[config.mk]
export PLATFORM = sky130hd
export DESIGN_NAME = uart_tx_frame_ctrl
export DESIGN_NICKNAME = d
export VERILOG_FILES = /design/src/rtl/uart_pkg.sv /design/src/rtl/uart_tx_frame_ctrl_bit_timer.sv /design/src/rtl/uart_tx_frame_ctrl.sv
export SDC_FILE = /design/constraint.sdc
export NUM_CORES = 1
export LEC_CHECK = 0
export ABC_CLOCK_PERIOD_IN_PS = 1700
export CAP_MARGIN = 20
export CORE_MARGIN = 1
export CORE_UTILIZATION = 41
export DETAILED_ROUTE_END_ITERATION = 8
export GPL_TIMING_DRIVEN = 1
export MAX_ROUTING_LAYER = met4
export PLACE_DENSITY = 0.74
export SETUP_SLACK_MARGIN = 0.5
export SYNTH_ARGS = -nofsm -noshare
export SYNTH_HDL_FRONTEND = slang
export SYNTH_SLANG_ARGS = --single-unit
[constraint.sdc]
create_clock -name clock -period 1.7 [get_ports clock]
set_input_delay 0.51 -clock clock [delete_from_list [all_inputs] [get_ports clock]]
set_output_delay 0.51 -clock clock [all_outputs]
set_load 0.02 [all_outputs]
[src/rtl/uart_pkg.sv]
// uart_pkg: shared types and helpers for the UART transmit and receive paths.
//   parity_t      - line parity selection as carried on the parity_type ports
//   tx_state_t    - frame sequencer states of uart_tx_frame_ctrl
//   parity_calc   - parity bit for a data word under a given parity_t
//   parity_enabled- whether a parity_t inserts a parity bit into the frame
package uart_pkg;

  // Widest data word the parity helper accepts; narrower words are zero-extended,
  // which leaves the XOR reduction unchanged.
  localparam int PARITY_MAX_WIDTH = 32;

  typedef enum logic [1:0] {
    NOPARITY00 = 2'b00,
    ODD        = 2'b01,
    EVEN       = 2'b10,
    NOPARITY11 = 2'b11
  } parity_t;

  typedef enum logic [2:0] {
    ST_IDLE   = 3'd0,
    ST_START  = 3'd1,
    ST_DATA   = 3'd2,
    ST_PARITY = 3'd3,
    ST_STOP   = 3'd4
  } tx_state_t;

  // EVEN sends the plain XOR of the data, ODD its complement; no-parity types yield 0.
  function automatic logic parity_calc(input logic [PARITY_MAX_WIDTH-1:0] data,
                                       input parity_t ptype);
    logic result;
    case (ptype)
      EVEN:    result = ^data;
      ODD:     result = ~^data;
      default: result = 1'b0;
    endcase
    return result;
  endfunction

  function automatic logic parity_enabled(input parity_t ptype);
    logic result;
    case (ptype)
      EVEN:    result = 1'b1;
      ODD:     result = 1'b1;
      default: result = 1'b0;
    endcase
    return result;
  endfunction

endpackage

[src/rtl/uart_tx_frame_ctrl_bit_timer.sv]
// uart_bit_timer: clocks-within-bit down-counter for the UART transmitter.
//   clock        - system clock
//   reset        - synchronous active-high reset, clears the counter
//   restart      - load a full bit period (first cycle of a frame follows)
//   enable       - frame in progress; counter idles at 0 otherwise
//   bit_end      - high during the last clock of the current bit
//   bit_near_end - high during the second-to-last clock of the current bit
module uart_bit_timer #(
  parameter int CLKS_PER_BIT = 16
) (
  input  logic clock,
  input  logic reset,
  input  logic restart,
  input  logic enable,
  output logic bit_end,
  output logic bit_near_end
);

  localparam int CW = (CLKS_PER_BIT > 1) ? $clog2(CLKS_PER_BIT) : 1;
  localparam logic [CW-1:0] RELOAD = CW'(CLKS_PER_BIT - 1);

  logic [CW-1:0] count;

  // Count down through each bit period and reload at every bit boundary.
  always_ff @(posedge clock) begin
    if (reset) begin
      count <= {CW{1'b0}};
    end else if (restart) begin
      count <= RELOAD;
    end else if (enable) begin
      if (count == {CW{1'b0}}) begin
        count <= RELOAD;
      end else begin
        count <= count - CW'(1);
      end
    end else begin
      count <= {CW{1'b0}};
    end
  end

  assign bit_end      = (count == {CW{1'b0}});
  assign bit_near_end = (count == CW'(1));

endmodule

[src/rtl/uart_tx_frame_ctrl.sv]
// uart_tx_frame_ctrl: UART transmit frame sequencer.
// Accepts a byte on a valid/ready handshake and shifts it out LSB-first as
// start, data, optional parity and one or two stop bits, each CLKS_PER_BIT clocks.
//   clock       - system clock, rising edge
//   reset       - synchronous active-high reset
//   tx_data     - byte to send, sampled on handshake
//   tx_valid    - upstream has a byte
//   tx_ready    - controller can accept a byte (IDLE only)
//   parity_type - parity_t encoding, sampled on handshake
//   stop_bits   - 0: one stop bit, 1: two stop bits, sampled on handshake
//   tx          - registered serial line, idle high
//   tx_busy     - frame in progress
//   tx_done     - one-cycle pulse in the final clock of the last stop bit
module uart_tx_frame_ctrl
  import uart_pkg::*;
#(
  parameter int CLKS_PER_BIT = 16,
  parameter int DATA_WIDTH   = 8
) (
  input  logic                  clock,
  input  logic                  reset,
  input  logic [DATA_WIDTH-1:0] tx_data,
  input  logic                  tx_valid,
  output logic                  tx_ready,
  input  logic [1:0]            parity_type,
  input  logic                  stop_bits,
  output logic                  tx,
  output logic                  tx_busy,
  output logic                  tx_done
);

  localparam int IDX_W = $clog2(DATA_WIDTH) + 1;
  localparam logic [IDX_W-1:0] LAST_IDX = IDX_W'(DATA_WIDTH - 1);

  tx_state_t             state, state_nxt;
  logic [DATA_WIDTH-1:0] shift, shift_nxt;
  logic [IDX_W-1:0]      bit_idx, bit_idx_nxt;
  logic                  par_bit, par_bit_nxt;
  logic                  par_en, par_en_nxt;
  logic                  two_stop, two_stop_nxt;
  logic                  stop_cnt, stop_cnt_nxt;
  logic                  tx_nxt, ready_nxt, busy_nxt, done_nxt;
  logic                  handshake, bit_end, bit_near_end;
  logic                  last_stop;

  assign handshake = tx_valid & tx_ready;
  assign last_stop = (stop_cnt == two_stop);

  uart_bit_timer #(
    .CLKS_PER_BIT(CLKS_PER_BIT)
  ) u_bit_timer (
    .clock       (clock),
    .reset       (reset),
    .restart     (handshake),
    .enable      (tx_busy),
    .bit_end     (bit_end),
    .bit_near_end(bit_near_end)
  );

  // Next-state and next-output logic; outputs are computed one clock ahead so
  // that tx and the status flags come straight from flops.
  always_comb begin
    state_nxt    = state;
    shift_nxt    = shift;
    bit_idx_nxt  = bit_idx;
    par_bit_nxt  = par_bit;
    par_en_nxt   = par_en;
    two_stop_nxt = two_stop;
    stop_cnt_nxt = stop_cnt;
    tx_nxt       = tx;
    ready_nxt    = 1'b0;
    busy_nxt     = 1'b1;
    done_nxt     = 1'b0;

    case (state)
      ST_IDLE: begin
        tx_nxt    = 1'b1;
        ready_nxt = 1'b1;
        busy_nxt  = 1'b0;
        if (handshake) begin
          // Parity is resolved now so later parity_type changes cannot leak in.
          state_nxt    = ST_START;
          shift_nxt    = tx_data;
          par_bit_nxt  = parity_calc(PARITY_MAX_WIDTH'(tx_data), parity_t'(parity_type));
          par_en_nxt   = parity_enabled(parity_t'(parity_type));
          two_stop_nxt = stop_bits;
          bit_idx_nxt  = {IDX_W{1'b0}};
          stop_cnt_nxt = 1'b0;
          tx_nxt       = 1'b0;
          ready_nxt    = 1'b0;
          busy_nxt     = 1'b1;
        end else begin
          state_nxt = ST_IDLE;
        end
      end

      ST_START: begin
        tx_nxt = 1'b0;
        if (bit_end) begin
          state_nxt   = ST_DATA;
          bit_idx_nxt = {IDX_W{1'b0}};
          tx_nxt      = shift[0];
        end else begin
          state_nxt = ST_START;
        end
      end

      ST_DATA: begin
        if (bit_end) begin
          if (bit_idx == LAST_IDX) begin
            if (par_en) begin
              state_nxt = ST_PARITY;
              tx_nxt    = par_bit;
            end else begin
              state_nxt    = ST_STOP;
              stop_cnt_nxt = 1'b0;
              tx_nxt       = 1'b1;
            end
          end else begin
            // The shifter keeps the bit being sent at position 0.
            bit_idx_nxt = bit_idx + IDX_W'(1);
            shift_nxt   = {1'b0, shift[DATA_WIDTH-1:1]};
            tx_nxt      = shift[1];
          end
        end else begin
          state_nxt = ST_DATA;
        end
      end

      ST_PARITY: begin
        if (bit_end) begin
          state_nxt    = ST_STOP;
          stop_cnt_nxt = 1'b0;
          tx_nxt       = 1'b1;
        end else begin
          state_nxt = ST_PARITY;
        end
      end

      ST_STOP: begin
        tx_nxt = 1'b1;
        if (bit_end) begin
          if (last_stop) begin
            state_nxt = ST_IDLE;
            ready_nxt = 1'b1;
            busy_nxt  = 1'b0;
          end else begin
            stop_cnt_nxt = 1'b1;
          end
        end else if (bit_near_end && last_stop) begin
          // Registered pulse lands on the final clock of the last stop bit.
          done_nxt = 1'b1;
        end else begin
          state_nxt = ST_STOP;
        end
      end

      default: begin
        state_nxt = ST_IDLE;
        tx_nxt    = 1'b1;
        ready_nxt = 1'b1;
        busy_nxt  = 1'b0;
      end
    endcase
  end

  // State, frame context and registered outputs.
  always_ff @(posedge clock) begin
    if (reset) begin
      state    <= ST_IDLE;
      shift    <= {DATA_WIDTH{1'b0}};
      bit_idx  <= {IDX_W{1'b0}};
      par_bit  <= 1'b0;
      par_en   <= 1'b0;
      two_stop <= 1'b0;
      stop_cnt <= 1'b0;
      tx       <= 1'b1;
      tx_ready <= 1'b1;
      tx_busy  <= 1'b0;
      tx_done  <= 1'b0;
    end else begin
      state    <= state_nxt;
      shift    <= shift_nxt;
      bit_idx  <= bit_idx_nxt;
      par_bit  <= par_bit_nxt;
      par_en   <= par_en_nxt;
      two_stop <= two_stop_nxt;
      stop_cnt <= stop_cnt_nxt;
      tx       <= tx_nxt;
      tx_ready <= ready_nxt;
      tx_busy  <= busy_nxt;
      tx_done  <= done_nxt;
    end
  end

endmodule

Word level (Yosys, flattened, before mapping):

Index checks and enable logic that the tools add are counted.

* bits in registers: 27
* input port bits: 14
* output and inout port bits: 4
* word-level logic and storage cells: 101

* add/subtract/negate cells: 2
* equal/unequal tests: 21
* muxes and demuxes: 47
* bitwise operators: 2
* reduce and logical (&&, ||, !) cells: 17

Operators with widths (count)
* XNOR reduction 32 bit: 1
* XOR reduction 32 bit: 1
* 2-to-1 mux 4 bit: 7
* 2-to-1 mux 8 bit: 3
* 2-to-1 mux 1 bit: 21
* 2-to-1 mux 3 bit: 7
* inequality test 2 bit, second input constant: 9
* one-hot mux 8 bit (2 select lines): 1
* one-hot mux 3 bit (5 select lines): 1
* one-hot mux 4 bit (3 select lines): 1
* inequality test 3 bit, second input constant: 3
* one-hot mux 1 bit (4 select lines): 2
* AND reduction 8 bit: 1
* == test 3 x 2 -> 1 bit, second input constant: 2
* one-hot mux 1 bit (3 select lines): 2
* OR reduction 3 bit: 2
* AND reduction 5 bit: 1
* adder 4 x 1 -> 4 bit, second input constant: 1
* == test 4 x 1 -> 1 bit, second input constant: 1
* == test 4 x 3 -> 1 bit, second input constant: 1
* logical NOT 4 bit: 1
* AND reduction 2 bit: 2
* AND reduction 4 bit: 1
* nonzero test 4 bit: 1
* other kinds (16): 16

Depth between registers and ports, before layout:

* depth after elaboration: 5
* depth in mapped cells: 9
* gate-level depth less buffers: 7

Cells and area by module:

A second synthesis with hierarchy kept.

* cell total of the unflattened synthesis: 178
* area total of the unflattened synthesis: 1497.7 µm²

By module, submodules not included
* uart_tx_frame_ctrl: instances 1, cells an instance 152, area each 1268.7 µm², seq. area each 460.4 µm²
* uart_bit_timer: instances 1, cells an instance 26, area each 229.0 µm², seq. area each 80.1 µm²

Least setup slack after synthesis:

OpenSTA, ideal clock, no wires.

* kind: flip-flop to flip-flop
* start point: register u_bit_timer.count[0]
* end point: register bit_idx[3]
* setup time: 0.070 ns
* data arrival time: 1.725 ns
* data required time: 1.630 ns
* setup slack: -0.095 ns
* stages on the path, launching flop included: 8
* path buffers: 0
* period minus slack after synthesis: 1.795 ns
* cells stage by stage: dfxtp_1 -> inv_1 -> ha_1 -> or3b_1 -> a21oi_2 -> o21ai_2 -> or3_1 -> a21oi_1

* longest elaborated chain between the ends: 3
* elaborated cells between the ends (all ways): 4
* those cells by class: 2 x eq/ne; 2 x reduce/logical

RTL lines
* from (decl): RTL line uart_tx_frame_ctrl_bit_timer.sv:22 `logic [CW-1:0] count;`
* from (signal assigned): RTL line uart_tx_frame_ctrl_bit_timer.sv:27 `count <= {CW{1'b0}};`
* from (signal assigned): RTL line uart_tx_frame_ctrl_bit_timer.sv:34 `count <= count - CW'(1);`
* from (signal assigned): RTL line uart_tx_frame_ctrl_bit_timer.sv:37 `count <= {CW{1'b0}};`
* logical NOT 4 bit *: RTL line uart_tx_frame_ctrl_bit_timer.sv:41 `assign bit_end = (count == {CW{1'b0}});`
* inequality test 2 bit (no line)
* AND reduction 5 bit (no line) *
* to (signal assigned): RTL line uart_tx_frame_ctrl.sv:172 `bit_idx <= {IDX_W{1'b0}};`
* to (signal assigned): RTL line uart_tx_frame_ctrl.sv:184 `bit_idx <= bit_idx_nxt;`
* to (decl): RTL line uart_tx_frame_ctrl.sv:37 `logic [IDX_W-1:0] bit_idx, bit_idx_nxt;`

Every way passes the cells marked *; elsewhere a longest branch is shown, timed or not.
A chain may end at the register's enable or synchronous reset.

Final worst setup path:

* start point: register u_bit_timer.count[1]
* end point: register bit_idx[3]

The elaborated chain is that of the path after synthesis.

==> summary.md <==
The via-per-instance ratio was 5.49. The via count is 1399. The share of the yosys chip area belonging to registers came out at 0.359.

In this run the deepest clock path goes through 2 buffers. The post-route core utilization came out at 0.634. Worst hold path class: flip-flop to flip-flop.

The synthesized area divided by synthesized cell count was 9.01 sq um. Derived from the worst setup path, the maximum achievable clock frequency is 586 MHz. The wire length of the first global-routing pass came out at 6320 um. The number of antenna diodes in the final layout is 0. For the initial antenna violation count, the log shows 0.

The run gives -5.49 ps as the sum of negative setup slack. The worst setup path is launched from a flip-flop. The final reports fail on setup timing. The cell sitting at the root of the clock tree is a clkbuf_4. The number of buffer and inverter instances along the worst setup path came out at 1.

The tools report the data required time at the worst endpoint as 1980 ps. The total of flip-flops plus latches after synthesis was 27. The tools report the number of different library cells in the post-synthesis netlist as 43. TritonCTS built the clock tree.

The worst path in the final design needs a cycle of 1710 ps, including I/O delays and setup. The setup clock skew after layout is 11.8 ps. The tools report the headroom to the max-slew limit as 0.674. For the global-route total usage across every layer, the log shows 0.208.

Clock tree synthesis found a total of 27 sinks. Cell type of the slowest stage on the worst timing path: or3b_4. Counting tap cells, the placed design contains a total of 237 instances. For the count of unresolved DRC violations after routing, the log shows 0.

The run gives 3930 um as the aggregate routed wire length. The run finished, with violations left. Clock tree synthesis inserted a total of 3 buffers. The count of final hold-check violations is 0, and the final count of pins violating max slew is 0. The finished layout holds 255 standard cells, fillers aside. At the later pin of the worst-skew pair, clock insertion delay measures 340 ps.

For this run the aggregate overflow at the end of global routing stands at 0. In this run, the number of DRC markers left after iteration 0 of detailed routing was 54. The completed layout was analyzed and its total power is 1.93 mW. Clock-pin slew was measured on the worst setup and hold paths at 170 ps. The post-synthesis instance area is 0.00151 sq mm, and the leakage component of the power is 0.893 nW. The run gives 2440 um as the post-detailed-placement half-perimeter wirelength. The signal on the critical path passes through inv_2 -> ha_4 -> or3b_4 -> a21oi_4 -> o21ai_2 -> or3_1 -> a21oi_1. Entering global routing, the biggest net connects 17 pins.

Hold is met by 499 ps. The post-route clock period utilization came out at 1.00. Measured along the y axis, the die boundary spans 62.6 um. The die covers 0.00392 sq mm. For the number of nets with antenna violations after routing, the log shows 0. After technology mapping, the gate count stands at 167.

The floorplan has 21 rows. The final worst setup slack was -5.49 ps. The tool flagged a number of max-cap violations equal to 0. In this design, the largest share of critical-path delay is due to simple AND/OR/NAND/NOR gates. The worst setup path category is flip-flop to flip-flop. The first-pass iteration count of the detailed router is 4.

When the netlist entered floorplanning its net count stood at 186. Leaving out fill and tap cells, the most frequent cell in the layout is buf_4. In the layout the commonest cells are buf_4, nor2_1, dfxtp_1. The number of filler instances in the final layout came out at 295. The weighted congestion at the end of routability-driven global placement is 0.874. At the placement stage, the worst setup path has a slack of -326 ps. The delay of the slowest cell on the worst path works out to 400 ps. The floorplan step set the die width to 62.6 um. The worst setup path is captured at a flip-flop. IR analysis of the VDD net gives a maximum drop of 532 uV. The starting utilization of the core area was 0.441.

The via count of the first global-routing pass is 1397, and the layout overhead on the synthesized area is 44.0%. The final-report setup violation count was 1; the maximum level of the CTS H-tree was 1. The placed instances occupy a cell area of 0.00190 sq mm. After routing the design area is 0.00217 sq mm. STA puts the critical path data arrival time at 1990 ps. The share of cells above drive strength 1 is 0.459.

Setup repair after global routing could not meet its margin everywhere. The final layout contains 229 nets. Buffers placed on the I/O ports in this run total 17. Dividing the detail-routed wire length by the instance count gives 15.4 um.

The pin slew with the least headroom to its limit is 476 ps, and the core footprint is 0.00342 sq mm. Power spread over the standard cell area amounts to 890 mW/mm^2. In this run the count of I/O pins placed on the die edge is 18. The peak fanout along the critical path works out to 3.

The tools report the count of synthesis-stage warnings from yosys as 0.
-- tightest hold or removal path, delay by kind of cell, from the launching register on --
kind,cells,cell delay [ps]
compound gates,1,50
flops,1,370
simple gates,1,60
-- final timing paths --
kind	slack (ps)	start	depth (start not counted)	end
setup / recovery	-5	u_bit_timer.count[1]$_SDFF_PP0_	7	bit_idx[3]$_SDFFE_PP0P_
hold / removal	500	tx_busy$_SDFF_PP0_	2	u_bit_timer.count[0]$_SDFF_PP0_
setup reg to reg	-5	u_bit_timer.count[1]$_SDFF_PP0_	7	bit_idx[3]$_SDFFE_PP0P_
hold reg to reg	500	tx_busy$_SDFF_PP0_	2	u_bit_timer.count[0]$_SDFF_PP0_
-- cell type report --
type | instances | area (sq um) | share of cell area
well taps | 46 | 57.6 | 0.0266
multi-input cells | 120 | 1080 | 0.498
repair buffers | 48 | 408 | 0.188
clock buffers | 3 | 22.5 | 0.0104
inverters | 10 | 37.5 | 0.0173
clock inverters | 1 | 7.51 | 0.00346
flip-flops and latches | 27 | 556 | 0.256
-- kinds of logic after synthesis --
kind of cell / share of synthesized area
XOR/XNOR: 0.0640
flip-flops: 0.359
adder cells (fa/ha/maj): 0.0416
AND/OR/NAND/NOR: 0.176
AO/OA/AOI/OAI: 0.202
multiplexers: 0.0798
buffers and inverters: 0.0773
-- Yosys cell counts --
library cell | count | area [sq um]
buf_1 | 1 | 3.75
and2_1 | 1 | 6.26
nor4b_1 | 1 | 8.76
o211ai_1 | 4 | 30.0
and3_1 | 1 | 6.26
nor3b_1 | 2 | 15.0
ha_1 | 5 | 62.6
nand3_1 | 3 | 15.0
buf_2 | 2 | 10.0
buf_4 | 1 | 7.51
buf_6 | 2 | 22.5
a211oi_1 | 10 | 75.1
and3b_1 | 2 | 17.5
nor3_2 | 1 | 10.0
nand2b_1 | 2 | 12.5
o2111a_1 | 2 | 22.5
dfxtp_1 | 27 | 541
a31oi_1 | 2 | 12.5
o32ai_1 | 1 | 8.76
a2111oi_0 | 1 | 8.76
xor2_1 | 4 | 35.0
o21ai_2 | 1 | 8.76
nor3_1 | 1 | 5.00
nor3b_2 | 1 | 12.5
o31a_1 | 1 | 8.76
mux2i_1 | 12 | 120
or3_1 | 1 | 6.26
or3b_2 | 1 | 8.76
or3b_1 | 2 | 17.5
o22ai_1 | 4 | 25.0
clkbuf_1 | 2 | 7.51
a21boi_1 | 1 | 7.51
xnor2_1 | 7 | 61.3
nand2_1 | 6 | 22.5
a21oi_1 | 10 | 50.1
a31o_2 | 1 | 8.76
clkbuf_8 | 2 | 27.5
a21oi_2 | 1 | 8.76
o21ai_0 | 4 | 20.0
inv_1 | 10 | 37.5
nor2_1 | 21 | 78.8
a2bb2oi_1 | 1 | 8.76
nand4bb_1 | 2 | 22.5
-- repair_timing --
item	in CTS	in global routing
resized for setup	54	27
setup endpoints to repair	27	29
hold buffers	0	0
setup buffers	11	3
pin swaps	16	16
-- layer usage --
| metal | up-vias | part of all wire | track usage |
|---|---|---|---|
| met3 | 4 | 0.069 | 0.0474 |
| met1 | 664 | 0.43 | 0.252 |
| li1 | 679 | - | - |
| met5 | - | 0 | - |
| met4 | 0 | 0.0079 | 0.0291 |
| met2 | 52 | 0.50 | 0.357 |
-- report_power, final --
| group | total (mW) | internal (mW) | switching, mW |
|---|---|---|---|
| logic | 0.811 | 0.434 | 0.376 |
| clock network | 0.306 | 0.0903 | 0.216 |
| registers | 0.813 | 0.718 | 0.0949 |
-- state kept, by name, summed over array words and instances (netlist names) --
name,cells
tx_busy,1
bit_idx,4
par_en,1
tx_done,1
tx_ready,1
two_stop,1
stop_cnt,1
tx,1
u_bit_timer.count,4
state,3
shift,8
par_bit,1
Power figures use the tool's default switching activity.
